$ cat config.mk
export PLATFORM = sky130hd
export DESIGN_NAME = dfadd_result_serializer
export DESIGN_NICKNAME = d
export VERILOG_FILES = /design/src/rtl/dfadd_result_serializer.sv
export SDC_FILE = /design/constraint.sdc
export NUM_CORES = 1
export LEC_CHECK = 0
export ABC_AREA = 1
export BUFFER_PORTS_ARGS = -buffer_cell sky130_fd_sc_hd__clkbuf_2
export CAP_MARGIN = 10
export CELL_PAD_IN_SITES_DETAIL_PLACEMENT = 0
export CELL_PAD_IN_SITES_GLOBAL_PLACEMENT = 1
export CORE_UTILIZATION = 49
export DETAILED_ROUTE_END_ITERATION = 10
export PLACE_DENSITY_LB_ADDON = 0.15
export SYNTH_ARGS = -nofsm -noshare
export SYNTH_HDL_FRONTEND = slang
export SYNTH_SLANG_ARGS = --single-unit
$ cat constraint.sdc
create_clock -name clk -period 7.5 [get_ports clk]
set_input_delay 0.375 -clock clk [delete_from_list [all_inputs] [get_ports clk]]
set_output_delay 0.375 -clock clk [all_outputs]
set_load 0.01 [all_outputs]
$ cat src/rtl/dfadd_result_serializer.sv
// Buffers dfadd results in a small FIFO and streams each word LSB-first to a viterbi encoder lane.
// Optional SERIALIZER_PARITY_EN appends an even-parity bit after each word.
module dfadd_result_serializer #(
    parameter int unsigned DATA_W     = 32,
    parameter int unsigned FIFO_DEPTH = 2,
    parameter int unsigned GAP_CYCLES = 2
) (
    input  logic              clk,
    input  logic              rst,
    input  logic              finish_i,
    input  logic [DATA_W-1:0] result_i,
    output logic              encoder_o,
    output logic              enable_encoder_o,
    output logic              busy_o,
    output logic              overflow_o,
    output logic [7:0]        words_sent_o
);

    localparam int unsigned PTR_W = (FIFO_DEPTH > 1) ? $clog2(FIFO_DEPTH) : 1;
    localparam int unsigned CNT_W = $clog2(FIFO_DEPTH) + 1;
`ifdef SERIALIZER_PARITY_EN
    localparam int unsigned WORD_BITS = DATA_W + 1;
`else
    localparam int unsigned WORD_BITS = DATA_W;
`endif
    localparam int unsigned BIT_W = $clog2(WORD_BITS + 1);
    localparam int unsigned GAP_W = (GAP_CYCLES > 1) ? $clog2(GAP_CYCLES + 1) : 1;

    typedef enum logic [1:0] {IDLE, SHIFT, GAP} state_t;

    state_t            state, state_next;
    logic [DATA_W-1:0] mem [FIFO_DEPTH];
    logic [PTR_W-1:0]  wr_ptr, rd_ptr;
    logic [CNT_W-1:0]  count;
    logic              fifo_empty, fifo_full, push, pop;
    logic [DATA_W-1:0] shreg;
    logic [BIT_W-1:0]  bit_cnt;
    logic [GAP_W-1:0]  gap_cnt;
    logic              last_bit, gap_done;
    logic              enc_d, en_d, busy_d;
    logic              enc_q, en_q, busy_q, overflow_q;
    logic [7:0]        words_sent_q;
`ifdef SERIALIZER_PARITY_EN
    logic              par_q;
`endif

    assign fifo_empty = (count == '0);
    assign fifo_full  = (count == CNT_W'(FIFO_DEPTH));
    assign last_bit   = (bit_cnt == BIT_W'(1));
    assign gap_done   = (gap_cnt == GAP_W'(1));
    // A pop in the same cycle frees a slot, so a full FIFO still accepts the push.
    assign push       = !rst && finish_i && (!fifo_full || pop);

    always_ff @(posedge clk) begin
        if (rst) state <= IDLE;
        else     state <= state_next;
    end

    always_comb begin
        state_next = state;
        pop        = 1'b0;
        case (state)
            IDLE: begin
                if (!fifo_empty) begin
                    pop        = 1'b1;
                    state_next = SHIFT;
                end
            end
            SHIFT: begin
                if (last_bit) begin
                    if (GAP_CYCLES > 0) state_next = GAP;
                    else if (!fifo_empty) pop = 1'b1;
                    else state_next = IDLE;
                end
            end
            GAP: begin
                if (gap_done) begin
                    if (!fifo_empty) begin
                        pop        = 1'b1;
                        state_next = SHIFT;
                    end else begin
                        state_next = IDLE;
                    end
                end
            end
            default: state_next = IDLE;
        endcase
    end

    always_comb begin
        enc_d  = 1'b0;
        en_d   = 1'b0;
        busy_d = (state != IDLE) || !fifo_empty;
        if (state == SHIFT) begin
            en_d  = 1'b1;
            enc_d = shreg[0];
`ifdef SERIALIZER_PARITY_EN
            if (last_bit) enc_d = par_q;
`endif
        end
    end

    always_ff @(posedge clk) begin
        if (push) mem[wr_ptr] <= result_i;
    end

    always_ff @(posedge clk) begin
        if (rst) begin
            wr_ptr       <= '0;
            rd_ptr       <= '0;
            count        <= '0;
            shreg        <= '0;
            bit_cnt      <= '0;
            gap_cnt      <= '0;
            enc_q        <= 1'b0;
            en_q         <= 1'b0;
            busy_q       <= 1'b0;
            overflow_q   <= 1'b0;
            words_sent_q <= '0;
`ifdef SERIALIZER_PARITY_EN
            par_q        <= 1'b0;
`endif
        end else begin
            if (push) wr_ptr <= wr_ptr + 1'b1;
            if (pop)  rd_ptr <= rd_ptr + 1'b1;
            if (push && !pop)      count <= count + 1'b1;
            else if (pop && !push) count <= count - 1'b1;
            if (finish_i && !push) overflow_q <= 1'b1;

            if (pop) begin
                shreg   <= mem[rd_ptr];
                bit_cnt <= BIT_W'(WORD_BITS);
`ifdef SERIALIZER_PARITY_EN
                par_q   <= ^mem[rd_ptr];
`endif
            end else if (state == SHIFT) begin
                shreg   <= shreg >> 1;
                bit_cnt <= bit_cnt - 1'b1;
            end

            if (state != GAP && state_next == GAP) gap_cnt <= GAP_W'(GAP_CYCLES);
            else if (state == GAP)                 gap_cnt <= gap_cnt - 1'b1;

            if (state == SHIFT && last_bit) words_sent_q <= words_sent_q + 8'd1;

            enc_q  <= enc_d;
            en_q   <= en_d;
            busy_q <= busy_d;
        end
    end

    assign encoder_o        = enc_q;
    assign enable_encoder_o = en_q;
    assign busy_o           = busy_q;
    assign overflow_o       = overflow_q;
    assign words_sent_o     = words_sent_q;

endmodule

==> run summary, run 1 <==
outcome -> finished clean
final critical path time including I/O delays and setup -> 2.48 ns
initial DRC count -> 190
Max Fanout on Critical Path -> 40
post-synth net total -> 562
number of buffers inserted by port buffering -> 46
post-route total power -> 2.14 mW
setup repair after global routing missed its margin -> no
total net switching power -> 683 µW
Synth Warn # -> 0
nets -> 603
headroom to the max-slew limit -> 46.0%
starting density of the core -> 51.0%
core utilization of the finished layout -> 59.1%
Clock Sink Count -> 123
fraction of layout instances using a drive strength above 1 -> 15.6%
vias post-DR -> 3503
Worst Hold Margin -> 0.0497 ns
number of global-route vias before repair -> 3053
synth-to-layout area growth -> 15.9%
Clk pwr share -> 34.2%
CTS H-Tree Depth -> 4
Period Utilization, post-route -> 33.0%
number of buffers between clock root and the deepest sink -> 2
PD cells -> 369 mW/mm²
data required time of the critical path -> 7.88 ns
Crit Path Category -> flop to flop
number of antenna cells inserted -> 0
sw frac -> 31.9%
final hold violation count -> 0
count of max-cap constraint violations -> 0
number of CTS-inserted buffers -> 17
count of standard-cell rows -> 36
post-detail-place hpwl -> 5390 µm
CTS hold repair buffers -> 0
wirelength, routed -> 8860 µm
Filler Cell Count -> 910
critical path startpoint category -> flop
ANT nets after route -> 0
cts repair resizes -> 0
DRC violation count after routing -> 0
Total GRT Usage -> 18.3%
Post-CTS Setup Bufs -> 0
die width -> 103 µm
Core Box Area -> 0.00982 mm²
arrival time of the worst setup path -> 2.86 ns
Vias/cell -> 4.94
worst min path class -> input pin to flop
Int Pwr -> 1.46 mW
worst setup slack for register-to-register paths -> 5.02 ns
share of the yosys chip area belonging to registers -> 62.0%
1st-pass router iterations -> 5
total area of multi-input combinational cells -> 0.00151 mm²
instance count along the most critical hold path -> 1
highest attainable clock frequency -> 404 MHz
setup TNS -> 0 ns
Tightest Pin Transition -> 0.808 ns
Synth Area per Inst -> 9.59 µm²
number of distinct library cells after synthesis -> 31
Post-Syn Area -> 0.00500 mm²
residual overflow from global routing -> 0
number of non-filler instances in the completed layout -> 709
largest net degree at the start of global routing -> 46
power share of the combinational group -> 23.3%
root buffer cell -> sky130_fd_sc_hd__clkbuf_8
Seq cells post-synth -> 123
synthesized instance count -> 522
register share of total power -> 42.5%
die outline height -> 103 µm
final slew viol count -> 0
routability cong. -> 0.734
type of element capturing the critical path -> flop
IR Drop Worst-Case VDD -> 0.000167 V
final clock skew -> 0.0109 ns
wire length of the first global-routing pass -> 14400 µm
wire length per cell -> 12.5 µm
count of boundary I/O pins -> 47
final setup violation count -> 0
initial antenna violation count -> 0
leakage power of the design -> 2.28 nW
number of cells on the worst reg-to-reg path -> 13
clock transition at the registers of the reported paths -> 0.06 ns
Total Die Area -> 0.0106 mm²
Storage cell area -> 0.00310 mm²
worst skew pair latency -> 0.51 ns
DP Cell Count -> 677
TritonCTS clock tree -> done
## state kept, by name, summed over array words and instances (netlist names), named ones only
signal            count
shreg                32
encoder_o             1
bit_cnt               6
words_sent_o          8
gap_cnt               2
mem                  64
count                 2
overflow_o            1
rd_ptr                1
state                 2
busy_o                1
wr_ptr                1
enable_encoder_o      1
## Yosys cell counts
master	instances	area [µm²]
sky130_fd_sc_hd__nor3_1	1	5.00
sky130_fd_sc_hd__inv_2	2	7.51
sky130_fd_sc_hd__nor2_1	14	52.6
sky130_fd_sc_hd__nand2_1	137	514
sky130_fd_sc_hd__a21oi_1	21	105
sky130_fd_sc_hd__a211oi_1	1	7.51
sky130_fd_sc_hd__buf_2	12	60.1
sky130_fd_sc_hd__buf_4	3	22.5
sky130_fd_sc_hd__inv_4	1	6.26
sky130_fd_sc_hd__or2_0	4	25.0
sky130_fd_sc_hd__edfxtp_1	64	1920
sky130_fd_sc_hd__buf_1	1	3.75
sky130_fd_sc_hd__nand2_2	2	12.5
sky130_fd_sc_hd__dfxtp_1	59	1180
sky130_fd_sc_hd__nor2_2	3	18.8
sky130_fd_sc_hd__nand3_2	2	20.0
sky130_fd_sc_hd__clkbuf_1	7	26.3
sky130_fd_sc_hd__o21ai_0	37	185
sky130_fd_sc_hd__nand4_2	1	12.5
sky130_fd_sc_hd__o21ai_1	1	5.00
sky130_fd_sc_hd__mux2_2	1	11.3
sky130_fd_sc_hd__xnor2_1	2	17.5
sky130_fd_sc_hd__inv_1	56	210
sky130_fd_sc_hd__clkinv_2	1	5.00
sky130_fd_sc_hd__nand3_1	41	205
sky130_fd_sc_hd__xor2_1	2	17.5
sky130_fd_sc_hd__ha_1	5	62.6
sky130_fd_sc_hd__nand4_1	4	25.0
sky130_fd_sc_hd__o211ai_1	1	7.51
sky130_fd_sc_hd__a31oi_1	31	194
sky130_fd_sc_hd__buf_6	5	56.3
## cell families after synthesis
kind of cell / after synthesis / share of synthesized area, %
DFF: 123 / 62.0
AOI/OAI and AO/OA: 92 / 10.1
buffers and inverters: 88 / 7.95
adders and majority gates: 5 / 1.25
muxes: 1 / 0.225
xor gates and xnor gates: 4 / 0.700
and+or+nand+nor: 209 / 17.8
## power groups by stage
| stage | logic [mW] | registers [mW] | clock network [mW] |
|---|---|---|---|
| 6_report | 0.498 | 0.910 | 0.733 |
| 5_1_grt | 0.576 | 0.927 | 0.782 |
| 4_1_cts | 0.505 | 0.910 | 0.747 |
| 3_5_place_dp | 0.504 | 0.922 | 0 |
| 3_3_place_gp | 0.491 | 0.920 | 0 |
| 2_1_floorplan | 0.453 | 0.898 | 0 |
## metal layers
| metal | GRT usage (%) | part of all wire [%] |
|---|---|---|
| met2 | 26.8 | 45 |
| met5 | 0 | 0 |
| met4 | 8.45 | 0.61 |
| met3 | 5.22 | 4.2 |
| met1 | 25.2 | 50 |
## worst max-delay path, cell delays in order (launching register included)
cell	delay (ns)
sky130_fd_sc_hd__dfxtp_1	0.33
sky130_fd_sc_hd__inv_1	0.05
sky130_fd_sc_hd__ha_1	0.17
sky130_fd_sc_hd__inv_1	0.06
sky130_fd_sc_hd__nand2_1	0.06
sky130_fd_sc_hd__nand2_2	0.55
sky130_fd_sc_hd__nand3_2	0.19
sky130_fd_sc_hd__nand2_1	0.15
sky130_fd_sc_hd__inv_1	0.05
sky130_fd_sc_hd__ha_1	0.30
sky130_fd_sc_hd__a21oi_1	0.11
sky130_fd_sc_hd__o21ai_0	0.11
sky130_fd_sc_hd__o21ai_0	0.15
sky130_fd_sc_hd__a21oi_1	0.06
## stage by stage
step / worst slack (ns) / cell area [µm²]
3_5_place_dp: 5.03 / 5270
3_3_place_gp: 5.10 / 5270
4_1_cts: 5.01 / 5800
2_1_floorplan: 4.81 / 5000
5_1_grt: 4.69 / 5800
6_report: 5.02 / 5800
## final cells by class
cell class	instances	share of cell area (%)
tap	133	2.87
timing repair buffer	50	4.49
sequential	123	53.5
inverter	60	3.95
multi-input combinational	311	26.0
clock buffer	22	7.46
clock inverter	10	1.75
## placed cells by master (no fill, tap or decap), types with 2 or more instances in the layout
cell type / instances
sky130_fd_sc_hd__dfxtp_1: 59
sky130_fd_sc_hd__bufinv_16: 2
sky130_fd_sc_hd__nand3_1: 41
sky130_fd_sc_hd__nor2_2: 4
sky130_fd_sc_hd__nand4_1: 4
sky130_fd_sc_hd__o21ai_0: 37
sky130_fd_sc_hd__inv_1: 56
sky130_fd_sc_hd__clkbuf_2: 46
sky130_fd_sc_hd__xor2_1: 2
sky130_fd_sc_hd__clkbuf_1: 5
sky130_fd_sc_hd__nand2_1: 137
sky130_fd_sc_hd__a21oi_1: 21
sky130_fd_sc_hd__inv_2: 2
sky130_fd_sc_hd__edfxtp_1: 64
sky130_fd_sc_hd__nand3_2: 2
sky130_fd_sc_hd__a31oi_1: 31
sky130_fd_sc_hd__clkinv_2: 7
sky130_fd_sc_hd__buf_4: 4
sky130_fd_sc_hd__ha_1: 5
sky130_fd_sc_hd__or2_0: 4
sky130_fd_sc_hd__nand2_2: 2
sky130_fd_sc_hd__clkbuf_16: 16
sky130_fd_sc_hd__xnor2_1: 2
sky130_fd_sc_hd__nor2_1: 13
## worst paths after layout
kind                     from        end
hold reg to reg      shreg[0]  encoder_o
hold / removal    result_i[7]  mem[1][7]
setup / recovery   gap_cnt[1]   count[1]
setup reg to reg   gap_cnt[1]   count[1]
Power figures use the tool's default switching activity.
==> inputs of run 2 (changes only) <==
- CORE_UTILIZATION: 49 -> 41
- clock period: 7.5 -> 2.2 ns (I/O delays scaled with it)
==> run 2 against run 1 <==
First-iteration DRC count decreased by 17%. Critical path depth down 2. Highest routed layer unchanged. Critical path type unchanged. Total power grew to 3.6 times the previous value. Largest power group unchanged. Largest cell class unchanged. Clock skew decreased by 0.0023 ns.
==> run summary, run 2 (synthesis results as in run 1) <==
total area of multi-input combinational cells -> 0.00151 mm² (unchanged)
Buf+Inv Stages, Crit Path -> 3 (unchanged)
CTS H-Tree Depth -> 4 (unchanged)
clock transition at the registers of the reported paths -> 0.05 ns (about the same)
starting density of the core -> 42.9% (-8.1 points)
setup repair after global routing missed its margin -> no
Worst Hold Margin -> 0.0134 ns (-0.0363 ns)
Max Fanout on Critical Path -> 23 (-43%)
Crit Path Category -> flop to flop
highest attainable clock frequency -> 531 MHz (+32%)
largest net degree at the start of global routing -> 45 (-2.2%)
number of CTS-inserted buffers -> 17 (unchanged)
critical path startpoint category -> flop
Vias/cell -> 4.78 (-3.2%)
commonest non-fill, non-tap cells in the layout -> 137 x sky130_fd_sc_hd__nand2_1, 64 x sky130_fd_sc_hd__edfxtp_1, 58 x sky130_fd_sc_hd__dfxtp_1, 56 x sky130_fd_sc_hd__inv_1, 46 x sky130_fd_sc_hd__clkbuf_2
outcome -> finished clean
headroom to the max-slew limit -> 65.4% (+19 points)
synth-to-layout area growth -> 25.2%
routability cong. -> 0.734 (about the same)
Tightest Pin Transition -> 0.518 ns (-0.289 ns)
leakage power of the design -> 2.49 nW (+9.2%)
number of buffers between clock root and the deepest sink -> 2 (unchanged)
register with the highest flop count -> mem
Period Utilization, post-route -> 85.6% (+53 points)
wire length of the first global-routing pass -> 16500 µm (+14%)
nets -> 644 (+6.8%)
DP Cell Count -> 696 (+2.8%)
residual overflow from global routing -> 0 (unchanged)
leading cell type in the layout, fill and taps excluded -> sky130_fd_sc_hd__nand2_1
Total Die Area -> 0.0127 mm² (+19%)
wirelength, routed -> 9610 µm (+8.4%)
Max stage delay on crit path -> 0.33 ns (-0.22 ns)
Clock Sink Count -> 123 (unchanged)
wire length per cell -> 12.6 µm (+1.2%)
DRC violation count after routing -> 0 (unchanged)
final slew viol count -> 0 (unchanged)
TritonCTS clock tree -> done
final setup violation count -> 0 (unchanged)
Filler Cell Count -> 1059 (+16%)
Storage cell area -> 0.00310 mm² (about the same)
IR Drop Worst-Case VDD -> 0.000551 V (+230%)
count of boundary I/O pins -> 47 (unchanged)
setup TNS -> 0 ns (unchanged)
worst skew pair latency -> 0.41 ns (-0.10 ns)
worst min path class -> input pin to flop
number of antenna cells inserted -> 0 (unchanged)
core utilization of the finished layout -> 53.7% (-5.3 points)
Post-CTS Setup Bufs -> 0 (unchanged)
count of standard-cell rows -> 39 (+8.3%)
flip-flop count of the largest register after layout -> 64 (unchanged)
number of non-filler instances in the completed layout -> 760 (+7.2%)
PD cells -> 1230 mW/mm² (+230%)
1st-pass router iterations -> 4 (-1)
cells along the critical path -> inv_1, ha_1, inv_1, nand2_1, nand2_2, buf_4, ha_1, a21oi_1, o21ai_0, o21ai_0, a21oi_1
Worst path slowest cell -> sky130_fd_sc_hd__dfxtp_1
Core Box Area -> 0.0117 mm² (+19%)
root buffer cell -> sky130_fd_sc_hd__clkbuf_16
type of element capturing the critical path -> flop
fraction of layout instances using a drive strength above 1 -> 16.4% (+0.74 points)
final hold violation count -> 0 (unchanged)
ANT nets after route -> 0 (unchanged)
arrival time of the worst setup path -> 2.18 ns (-0.68 ns)
number of buffers inserted by port buffering -> 46 (unchanged)
data required time of the critical path -> 2.49 ns (-5.39 ns)
die outline height -> 112 µm (+9.1%)
kind of cell adding the most delay to the critical path -> compound AO/OA/AOI/OAI gates
vias post-DR -> 3636 (+3.8%)
final clock skew -> 0.00859 ns (-0.00230 ns)
final critical path time including I/O delays and setup -> 1.88 ns (-0.594 ns)
initial antenna violation count -> 0 (unchanged)
post-detail-place hpwl -> 5930 µm (+10%)
die width -> 112 µm (+9.1%)
number of global-route vias before repair -> 3415 (+12%)
initial DRC count -> 158 (-17%)
count of max-cap constraint violations -> 0 (unchanged)
Total GRT Usage -> 16.9% (-1.4 points)
## run 2: changes by cell type in the layout (fill, tap and decap cells not counted), sizes merged
cell         before  now
bufinv            2    3
clkinv            8    7
dlygate4sd3       0   32
clkinvlp          1    0
inv              59   60
buf               4   13
## run 2: tightest hold or removal path, stage by stage
cell and delay [ns]:
sky130_fd_sc_hd__clkbuf_2 0.08, sky130_fd_sc_hd__nand2_1 0.09, sky130_fd_sc_hd__o21ai_0 0.09
## run 2: what timing repair did
item,CTS,global route
gates resized for setup,0,1
hold buffers,32,0
setup endpoints to repair,0,2
hold endpoints to repair,64,0
## run 2: cell type report
class,count,share of cell area (%)
Tap cell,143,2.85
Sequential cell,123,49.5
Inverter,60,3.67
Clock buffer,22,7.41
Multi-Input combinational cell,311,24.0
Timing Repair Buffer,91,10.5
Clock inverter,10,1.96
## run 2: metrics by stage
stage | cell area, µm² | setup slack (ns) | power (mW)
5_1_grt | 6270 | 0.0765 | 8.25
6_report | 6270 | 0.316 | 7.71
4_1_cts | 6270 | 0.147 | 7.81
3_3_place_gp | 5360 | 0.231 | 4.95
3_5_place_dp | 5360 | 0.170 | 5.00
2_1_floorplan | 5010 | 0.0348 | 4.60
## run 2: final timing paths
path	startpoint	to	slack (ns)	cells after the start
setup reg to reg	gap_cnt[1]	count[1]	0.32	11
hold / removal	finish_i	overflow_o	0.01	3
setup / recovery	gap_cnt[1]	count[1]	0.32	11
hold reg to reg	rd_ptr	flop	0.45	1
## run 2: report_power, final
group	total, mW	internal (mW)	switching (mW)
Sequential	3.12	2.85	0.269
Clock	2.74	1.82	0.924
Combinational	1.85	0.664	1.19
## run 2: layer usage
layer	wire length, µm	global-route usage [%]
met5	0	0
met4	144	8.00
met3	295	4.86
met2	4490	26.1
met1	4680	22.1
